--- src/rtl/program_loader_pkg.sv ---
// Shared definitions for the program loader and the instruction memory it feeds.
package program_loader_pkg;

    localparam int WORD_W      = 32;
    localparam int IMEM_ADDR_W = 8;

    typedef enum logic [2:0] {
        ST_IDLE    = 3'd0,
        ST_LOAD    = 3'd1,
        ST_RELEASE = 3'd2,
        ST_RUN     = 3'd3,
        ST_ERROR   = 3'd4
    } state_t;

endpackage

--- src/rtl/program_loader_if.sv ---
// Word-stream, memory-write and core-control signals between host and loader.
interface program_loader_if
    import program_loader_pkg::*;
#(
    parameter int ADDR_WIDTH = IMEM_ADDR_W
) ();

    logic                  start;
    logic                  in_valid;
    logic [WORD_W-1:0]     in_data;
    logic                  in_last;
    logic                  in_ready;
    logic                  imem_we;
    logic [ADDR_WIDTH-1:0] imem_addr;
    logic [WORD_W-1:0]     imem_wdata;
    logic                  core_reset;
    logic                  done;
    logic                  error;
    logic [ADDR_WIDTH:0]   word_count;

    modport master (
        output start, in_valid, in_data, in_last,
        input  in_ready, imem_we, imem_addr, imem_wdata,
        input  core_reset, done, error, word_count
    );

    modport slave (
        input  start, in_valid, in_data, in_last,
        output in_ready, imem_we, imem_addr, imem_wdata,
        output core_reset, done, error, word_count
    );

endinterface

--- src/rtl/loader_write_stage.sv ---
// Registers each accepted word into a one-cycle instruction-memory write.
module loader_write_stage
    import program_loader_pkg::*;
#(
    parameter int ADDR_WIDTH = IMEM_ADDR_W
) (
    input  logic                  clk,
    input  logic                  reset,
    input  logic                  i_capture,
    input  logic [ADDR_WIDTH-1:0] i_addr,
    input  logic [WORD_W-1:0]     i_data,
    output logic                  o_we,
    output logic [ADDR_WIDTH-1:0] o_addr,
    output logic [WORD_W-1:0]     o_data
);

    logic                  r_we;
    logic [ADDR_WIDTH-1:0] r_addr;
    logic [WORD_W-1:0]     r_data;

    // Address and data hold between writes; only the enable pulses.
    always_ff @(posedge clk or negedge reset) begin
        if (!reset) begin
            r_we   <= 1'b0;
            r_addr <= '0;
            r_data <= '0;
        end else begin
            r_we <= i_capture;
            if (i_capture) begin
                r_addr <= i_addr;
                r_data <= i_data;
            end
        end
    end

    assign o_we   = r_we;
    assign o_addr = r_addr;
    assign o_data = r_data;

endmodule

--- src/rtl/program_loader.sv ---
// Streams a program image into instruction memory and holds the core in reset
// until the image is complete and a guard interval has elapsed.
module program_loader
    import program_loader_pkg::*;
#(
    parameter int ADDR_WIDTH     = IMEM_ADDR_W,
    parameter int RELEASE_CYCLES = 2
) (
    input  logic             clk,
    input  logic             reset,
    program_loader_if.slave  bus
);

    localparam logic [ADDR_WIDTH-1:0] LAST_PTR = '1;
    localparam logic [3:0]            REL_LAST = 4'(RELEASE_CYCLES - 1);

    state_t                r_state;
    logic [ADDR_WIDTH-1:0] r_ptr;
    logic [ADDR_WIDTH:0]   r_count;
    logic [3:0]            r_rel_cnt;
    logic                  r_in_ready;
    logic                  r_core_reset;
    logic                  r_done;
    logic                  r_error;

    state_t                w_next_state;
    logic [ADDR_WIDTH-1:0] w_next_ptr;
    logic [ADDR_WIDTH:0]   w_next_count;
    logic [3:0]            w_next_rel;
    logic                  w_accept;

    // start overrides everything, including a word handshaking in the same cycle.
    always_comb begin
        w_next_state = r_state;
        w_next_ptr   = r_ptr;
        w_next_count = r_count;
        w_next_rel   = '0;
        w_accept     = 1'b0;
        if (bus.start) begin
            w_next_state = ST_LOAD;
            w_next_ptr   = '0;
            w_next_count = '0;
        end else begin
            case (r_state)
                ST_LOAD: begin
                    if (bus.in_valid && r_in_ready) begin
                        w_accept     = 1'b1;
                        w_next_ptr   = r_ptr + 1'b1;
                        w_next_count = r_count + 1'b1;
                        if (bus.in_last)
                            w_next_state = ST_RELEASE;
                        else if (r_ptr == LAST_PTR)
                            w_next_state = ST_ERROR;
                    end
                end
                ST_RELEASE: begin
                    if (r_rel_cnt == REL_LAST)
                        w_next_state = ST_RUN;
                    else
                        w_next_rel = r_rel_cnt + 1'b1;
                end
                default: ;
            endcase
        end
    end

    // Outputs are registered from the next state so they line up with r_state.
    always_ff @(posedge clk or negedge reset) begin
        if (!reset) begin
            r_state      <= ST_IDLE;
            r_ptr        <= '0;
            r_count      <= '0;
            r_rel_cnt    <= '0;
            r_in_ready   <= 1'b0;
            r_core_reset <= 1'b1;
            r_done       <= 1'b0;
            r_error      <= 1'b0;
        end else begin
            r_state      <= w_next_state;
            r_ptr        <= w_next_ptr;
            r_count      <= w_next_count;
            r_rel_cnt    <= w_next_rel;
            r_in_ready   <= (w_next_state == ST_LOAD);
            r_core_reset <= (w_next_state != ST_RUN);
            r_done       <= (w_next_state == ST_RUN);
            r_error      <= (w_next_state == ST_ERROR);
        end
    end

    loader_write_stage #(
        .ADDR_WIDTH (ADDR_WIDTH)
    ) u_write_stage (
        .clk       (clk),
        .reset     (reset),
        .i_capture (w_accept),
        .i_addr    (r_ptr),
        .i_data    (bus.in_data),
        .o_we      (bus.imem_we),
        .o_addr    (bus.imem_addr),
        .o_data    (bus.imem_wdata)
    );

    assign bus.in_ready   = r_in_ready;
    assign bus.core_reset = r_core_reset;
    assign bus.done       = r_done;
    assign bus.error      = r_error;
    assign bus.word_count = r_count;

endmodule

--- src/flat_wrapper.sv ---
// flat-port wrapper written by rule: the top's interface ports become plain ports
module program_loader_flat import program_loader_pkg::*;
#(
    parameter int ADDR_WIDTH     = IMEM_ADDR_W,
    parameter int RELEASE_CYCLES = 2
)
  (clk, reset, bus_start, bus_in_valid, bus_in_data, bus_in_last, bus_in_ready, bus_imem_we, bus_imem_addr, bus_imem_wdata, bus_core_reset, bus_done, bus_error, bus_word_count);
  program_loader_if #(.ADDR_WIDTH(ADDR_WIDTH)) bus_i ();
  input  logic clk;
  input  logic reset;
  input wire logic [$bits(bus_i.start)-1:0] bus_start;
  input wire logic [$bits(bus_i.in_valid)-1:0] bus_in_valid;
  input wire logic [$bits(bus_i.in_data)-1:0] bus_in_data;
  input wire logic [$bits(bus_i.in_last)-1:0] bus_in_last;
  output wire logic [$bits(bus_i.in_ready)-1:0] bus_in_ready;
  output wire logic [$bits(bus_i.imem_we)-1:0] bus_imem_we;
  output wire logic [$bits(bus_i.imem_addr)-1:0] bus_imem_addr;
  output wire logic [$bits(bus_i.imem_wdata)-1:0] bus_imem_wdata;
  output wire logic [$bits(bus_i.core_reset)-1:0] bus_core_reset;
  output wire logic [$bits(bus_i.done)-1:0] bus_done;
  output wire logic [$bits(bus_i.error)-1:0] bus_error;
  output wire logic [$bits(bus_i.word_count)-1:0] bus_word_count;
  assign bus_i.start = bus_start;
  assign bus_i.in_valid = bus_in_valid;
  assign bus_i.in_data = bus_in_data;
  assign bus_i.in_last = bus_in_last;
  assign bus_in_ready = bus_i.in_ready;
  assign bus_imem_we = bus_i.imem_we;
  assign bus_imem_addr = bus_i.imem_addr;
  assign bus_imem_wdata = bus_i.imem_wdata;
  assign bus_core_reset = bus_i.core_reset;
  assign bus_done = bus_i.done;
  assign bus_error = bus_i.error;
  assign bus_word_count = bus_i.word_count;
  program_loader #(.ADDR_WIDTH(ADDR_WIDTH), .RELEASE_CYCLES(RELEASE_CYCLES)) u_core (.clk(clk), .reset(reset), .bus(bus_i));
endmodule
--- config.mk ---
export PLATFORM = sky130hd
export DESIGN_NAME = program_loader_flat
export DESIGN_NICKNAME = d
export VERILOG_FILES = /design/src/rtl/program_loader_pkg.sv /design/src/rtl/program_loader_if.sv /design/src/rtl/loader_write_stage.sv /design/src/rtl/program_loader.sv /design/src/flat_wrapper.sv
export SDC_FILE = /design/constraint.sdc
export NUM_CORES = 1
export LEC_CHECK = 0
export BUFFER_PORTS_ARGS = -buffer_cell sky130_fd_sc_hd__buf_2
export CAP_MARGIN = 20
export CORE_MARGIN = 1
export CORE_UTILIZATION = 30
export CTS_CLUSTER_SIZE = 24
export DETAILED_ROUTE_END_ITERATION = 16
export GPL_ROUTABILITY_DRIVEN = 0
export PLACE_DENSITY = 0.64
export SLEW_MARGIN = 5
export SYNTH_ARGS = -nofsm -noshare
export SYNTH_HDL_FRONTEND = slang
export SYNTH_SLANG_ARGS = --single-unit
--- constraint.sdc ---
create_clock -name clk -period 4 [get_ports clk]
set_input_delay 0.8 -clock clk [delete_from_list [all_inputs] [get_ports clk]]
set_output_delay 0.8 -clock clk [all_outputs]
set_load 0.02 [all_outputs]
==> Word-level counts from Yosys, hierarchy flattened <==
Index checks and enable logic that the tools add are counted.
{ "totals": {"ff_bits": 69, "wordCells": 44} }
{ "classes": {"muxes": 18, "reduce_logical": 4, "eq_ne": 8, "addsub": 3} }
{ "ops": {"columns": ["op", "n"], "rows": [
  ["$mux 9", 3],
  ["$mux 8", 3],
  ["$mux 3", 5],
  ["$mux 4", 3],
  ["$add 9x1->9 const B", 1],
  ["$add 8x1->8 const B", 1],
  ["$eq 8x8->1 const B", 1],
  ["$eq 3x1->1 const B", 2],
  ["$eq 3x2->1 const B", 2],
  ["$pmux 3 s2", 1],
  ["$add 4x1->4 const B", 1],
  ["$eq 4x1->1 const B", 1],
  ["$reduce_bool 2->1", 2],
  ["$eq 3x3->1 const B", 1],
  ["$mux 1", 3],
  ["$ne 3x2->1 const B", 1],
  ["$reduce_and 2->1", 1],
  ["$logic_and 1x1->1", 1]
]} }

==> Longest topological paths before layout <==
{ "logic_depth": {"ltp_word": 7, "depth_mapped": 5, "ltp_nobuf": 5} }

==> Modules after synthesis <==
Synthesis repeated with hierarchy kept, for this count alone.
{ "hier_totals": {"cells_unflattened": 220, "hier_area_um2": 2890.3} }
{ "modules_own_cells": {"columns": ["mod", "cells_each", "seq_area_each_um2", "n_inst", "area_each_um2"], "rows": [
  ["loader_write_stage", 85, 1026.0, 1, 1521.5],
  ["program_loader", 135, 701.9, 1, 1368.8]
]} }

==> Worst setup path after synthesis <==
No wires, ideal clock.
{ "synth_path": {"kind": "input to register", "start": "in bus_in_valid", "end": "reg u_core.r_in_ready (netlist: u_core.bus.in_ready)", "t_required_ns": 3.867, "arrival_time_ns": 1.792, "cell_stages": 5, "setup_ns": 0.133, "slack_ns": 2.075, "path_cell_list": "and2_1 clkbuf_1 nand4_1 a221o_1 nor3b_1"} }
{ "synth_between": {"elab_chain_len": 5} }
{ "synth_rtl": {"columns": ["element", "line_no", "rtl"], "rows": [
  ["start, declared", "flat_wrapper.sv:12", "input wire logic [$bits(bus_i.in_valid)-1:0] bus_in_valid;"],
  ["$logic_and 1x1->1", "program_loader.sv:46", "if (bus.in_valid && r_in_ready) begin"],
  ["$mux 3", "program_loader.sv:46", null],
  ["$pmux 3 s2", "program_loader.sv:44", "case (r_state)"],
  ["$mux 3", "program_loader.sv:39", "if (bus.start) begin"],
  ["net u_core.w_next_state[0]", "program_loader.sv:26", "state_t w_next_state;"],
  ["$eq 3x1->1", "program_loader.sv:83", "r_in_ready <= (w_next_state == ST_LOAD);"],
  ["end signal, assigned", "program_loader.sv:83", null],
  ["end, declared", "program_loader.sv:21", "logic r_in_ready;"]
]} }
The timed path passes the listed nets, and every way through them passes these cells.
A chain may end at the register's enable or synchronous reset.

==> Final worst setup path <==
{ "layout_path": {"start": "reg u_core.r_state[1]", "end": "reg u_core.u_write_stage.r_data[20] (netlist: u_core.u_write_stage.o_data[20])"} }
{ "layout_between": {"elab_chain_len": 3} }
{ "layout_rtl": {"columns": ["element", "line_no", "rtl"], "rows": [
  ["start, declared", "program_loader.sv:17", "state_t r_state;"],
  ["start signal, assigned", "program_loader.sv:79", "r_state <= w_next_state;"],
  ["$eq 3x1->1", "program_loader.sv:44", null],
  ["$mux 1", "program_loader.sv:44", null],
  ["$mux 1", "program_loader.sv:39", null],
  ["end signal, assigned", "loader_write_stage.sv:31", "r_data <= i_data;"],
  ["end, declared", "loader_write_stage.sv:19", "logic [WORD_W-1:0] r_data;"]
]} }
Every way passes these cells.

==> metrics list <==
* Status: completed
- Number of hold violations in the final report: 0
- Post-synth net total: 259
- Worst reg-to-reg path cell count: 4
* Start of the worst register-to-register path: u_core.r_state[1]
* Core Util, Final: 39.17%
* DR vias/cell: 4.470
* Post-detailed-placement half-perimeter wirelength: 4042 µm
- Yosys top cell area share: 59.36%
- Power Internal: 1.502 mW
- Share of synthesized flip-flops with an asynchronous set or reset: 100.0%
* Area of the multi-input gates: 1059 µm²
- Core Footprint: 9240 µm²
- Synthesis handed over a netlist of 218 instances.
* Via count: 1998
- Counting I/O delays and the setup requirement, the final critical path takes 2.194 ns.
- Among all flip-flop cells after synthesis, the most frequent one is sky130_fd_sc_hd__dfrtp_1.
* Biggest fanout along the worst timing path: 41
- Post-CTS repair changed the size of 0 cells.
* Sum Neg Setup Slack: 0 ns
* GR Overflow Total: 0
* Multiplexer fraction of the synthesized cell area: 15.71%
- Hold Path Class: in2async
- The detail route stage leaves a number of antenna-violating nets equal to 0.
- The worst path uses 54.85% of the clock period.
- STA classifies the critical path startpoint as a flip-flop.
* Initial DRC Count: 35
- Worst setup path end: u_core.u_write_stage.o_data[20]
- Area contributors post-synth: sky130_fd_sc_hd__dfrtp_1 59%, sky130_fd_sc_hd__mux2_2 14%, sky130_fd_sc_hd__xor2_1 3.1%
* Sequential fraction of design power: 43.1%
- The number of hold buffers added after CTS was 0.
- In this run, CTS created clock tree buffers numbering 9.
- Total routed wirelength: 5687 µm
* Sinks on the clock net: 69
- Clock Power Share: 22.9%
- The analysis attributes to cell leakage a power of 1.756 nW.
* TritonCTS clock tree: built
- Initial standard-cell utilization of the core: 31.02%
- In the final routed layout, each cell accounts on average for 12.72 µm.
- Port buffering added 90 buffers.
* Mapped Avg Cell Area: 13.15 µm²
* Clock root buffer: sky130_fd_sc_hd__clkbuf_8
- By area, the combinational part of the netlist is dominated by multiplexers.
- Summing the areas of all compound-gate instances in the mapped netlist gives 2.750% of the synthesized area.
- In the routed design, unresolved DRC markers number 0.
- For this run, the post-layout net count is 354.
- Adder and majority cell fraction of the synthesized area: 1.746%
- After synthesis, flip-flops and latches occupy 60.28% of the total area.
* FF+latch count, synth: 69
* Power per cell area: 641.5 nW/µm²
* Clock transition at the registers of the reported paths: 0.08 ns
* Critical path class: reg2reg
* Clock skew: 0.006853 ns
- The longest clock path from root to sink contains 2 buffers.
- In this run the core area contains 35 standard-cell rows.
- Dominant cell by count in the synthesized netlist: sky130_fd_sc_hd__dfrtp_1
- Switching component of the power: 820.4 µW
* Number of synthesized flops with an enable pin: 0
- Worst-Margin Slew: 0.6288 ns
* First-pass GRT wire length: 9101 µm
- Entering global routing, the biggest net connects 42 pins.
- Compared with the post-synthesis result, the final layout area differs by 26.28%.
- In this run the tightest slew margin relative to its limit is 57.89%.
- Most frequent cells after synthesis: 68 x sky130_fd_sc_hd__dfrtp_1, 35 x sky130_fd_sc_hd__mux2_2, 23 x sky130_fd_sc_hd__nor2_1
* RSZ-0062 raised after global routing: false
* Critical Path RT: 4.21 ns
* Total iterations of the first detailed-routing run: 4
- Simple-gate share of the synthesized area: 11.83%
* Cell taking the most area after synthesis: sky130_fd_sc_hd__dfrtp_1
- Origin of the worst setup path: u_core.r_state[1]
* Number of endpoints failing setup at the final stage: 0
- Setup slack of the worst register-to-register path: 1.81 ns
- Sequential cell area: 1728 µm²
* I/O pin total: 91
* Capture instance of the worst register-to-register path: u_core.u_write_stage.o_data[20]
- Number of different library cells in the post-synthesis netlist: 32
* Post-CTS Setup Repair Bufs: 0
* Later-pin clock latency in the skew report: 0.33 ns
- Of the total synthesized cell area, the portion taken by XOR and XNOR cells is 4.889%.
- Total Routing Usage GR: 11.81%
- The initial antenna violation count came to 0.
- Share of post-route cells with drive strength above 1: 45.60%
* Cell area after synthesis: 2866 µm²
- Number of synthesis warnings: 0
- Peak supply drop: 215.2 µV
- CTS built an H-tree with a depth of 3.
* Height of the chip: 99.75 µm
- Max-cap violations in this run came to 0.
- FMAX: 0.4558 GHz
- Via count of the first global-routing pass: 1914
* Antenna diodes: 0
- Data arrival time at the worst-slack endpoint: 2.41 ns
- The layout has 903 filler cells.
- Max-slew violation count: 0
- Combinational cells account for 34.0% of the total power.
- Horiz. Die Dim: 99.75 µm
- Of the total power, the share spent switching nets is 35.33%.
* Setup crit end kind: flip-flop
* Die ar.: 9950 µm²
cell type report:
cell class	count	area share, %
Clock buffer	11	3.629
Clock inverter	5	1.452
Inverter	4	0.4148
Multi-Input combinational cell	136	29.24
Sequential cell	69	47.74
Tap cell	129	4.459
Timing Repair Buffer	93	13.07
worst min-delay path by stage:
stage	start	to	slack, ns	cells past startpoint
after detailed placement	u_core.u_write_stage.o_data[27]	u_core.u_write_stage.o_data[27]	0.48	1
after global placement	u_core.u_write_stage.o_data[27]	u_core.u_write_stage.o_data[27]	0.47	1
after floorplan	u_core.r_rel_cnt[0]	u_core.r_rel_cnt[0]	0.46	1
after global routing	reset	u_core.bus.word_count[6]	0.36	1
after CTS	reset	u_core.bus.word_count[6]	0.35	1
final	reset	u_core.bus.word_count[6]	0.36	1
kinds of logic (layout without fill, tap and decap cells):
family,after synthesis,count (layout)
adders and majority gates,4,4
buffers and inverters,13,113
and+or+nand+nor,63,63
AOI/OAI and AO/OA,13,13
xor gates and xnor gates,16,16
muxes,40,40
DFF,69,69
stage by stage:
stage          power (mW)  std cells  instance area, µm²  hold slack, ns  worst slack [ns]
6_report            2.322        447                3620          0.3619             1.806
5_1_grt             2.474        447                3620          0.3615             1.697
4_1_cts             2.371        447                3620          0.3522             1.792
3_5_place_dp        1.819        431                3436          0.4799             1.682
3_3_place_gp        1.787        431                3436          0.4668             1.717
2_1_floorplan       1.544        218                2867          0.4588             2.075
per-layer routing:
layer	up-vias	GRT usage, %	wire, µm
met5	-	0	0
met4	0	3.054	12
met3	2	5.341	307
met2	57	19.47	2900
met1	992	13.96	2466
li1	947	-	-
critical path, cell delays in order (launching register included):
cell	delay [ns]
sky130_fd_sc_hd__dfrtp_1	0.43
sky130_fd_sc_hd__or3b_1	0.55
sky130_fd_sc_hd__nor3_4	0.20
sky130_fd_sc_hd__buf_4	0.47
sky130_fd_sc_hd__mux2_2	0.40
power groups by stage:
| stage | Sequential, mW | Combinational (mW) | Clock, mW |
|---|---|---|---|
| finish | 1.00 | 0.789 | 0.533 |
| global route | 1.03 | 0.854 | 0.590 |
| CTS | 1.00 | 0.802 | 0.564 |
| detailed placement | 1.02 | 0.802 | 0 |
| global placement | 1.01 | 0.782 | 0 |
| floorplan | 1.24 | 0.304 | 0 |
sequential cells by signal, indices dropped and copies added, names as in the netlist:
name and cells:
u_core.u_write_stage.o_we 1, u_core.r_state 3, u_core.u_write_stage.o_data 32, u_core.bus.word_count 9, u_core.bus.error 1, u_core.bus.done 1
u_core.bus.core_reset 1, u_core.r_ptr 8, u_core.r_rel_cnt 4, u_core.bus.in_ready 1, u_core.u_write_stage.o_addr 8
layout by cell type, fill, tap and decap left out, types with 2 or more instances in the layout:
master / count
sky130_fd_sc_hd__buf_2: 90
sky130_fd_sc_hd__nand4_1: 6
sky130_fd_sc_hd__a21oi_1: 6
sky130_fd_sc_hd__mux2_1: 5
sky130_fd_sc_hd__clkinv_2: 3
sky130_fd_sc_hd__nand2_1: 6
sky130_fd_sc_hd__nor2_1: 23
sky130_fd_sc_hd__nor3_1: 3
sky130_fd_sc_hd__xor2_1: 10
sky130_fd_sc_hd__and3_1: 2
sky130_fd_sc_hd__dfrtp_1: 68
sky130_fd_sc_hd__and4_1: 3
sky130_fd_sc_hd__mux2_2: 35
sky130_fd_sc_hd__buf_4: 3
sky130_fd_sc_hd__and2_1: 4
sky130_fd_sc_hd__xnor2_1: 6
sky130_fd_sc_hd__o21ai_0: 4
sky130_fd_sc_hd__ha_1: 4
sky130_fd_sc_hd__inv_1: 4
sky130_fd_sc_hd__nor4_1: 2
sky130_fd_sc_hd__nand3_1: 7
sky130_fd_sc_hd__clkbuf_1: 2
sky130_fd_sc_hd__clkbuf_8: 9
(Power assumes the default switching activity.)
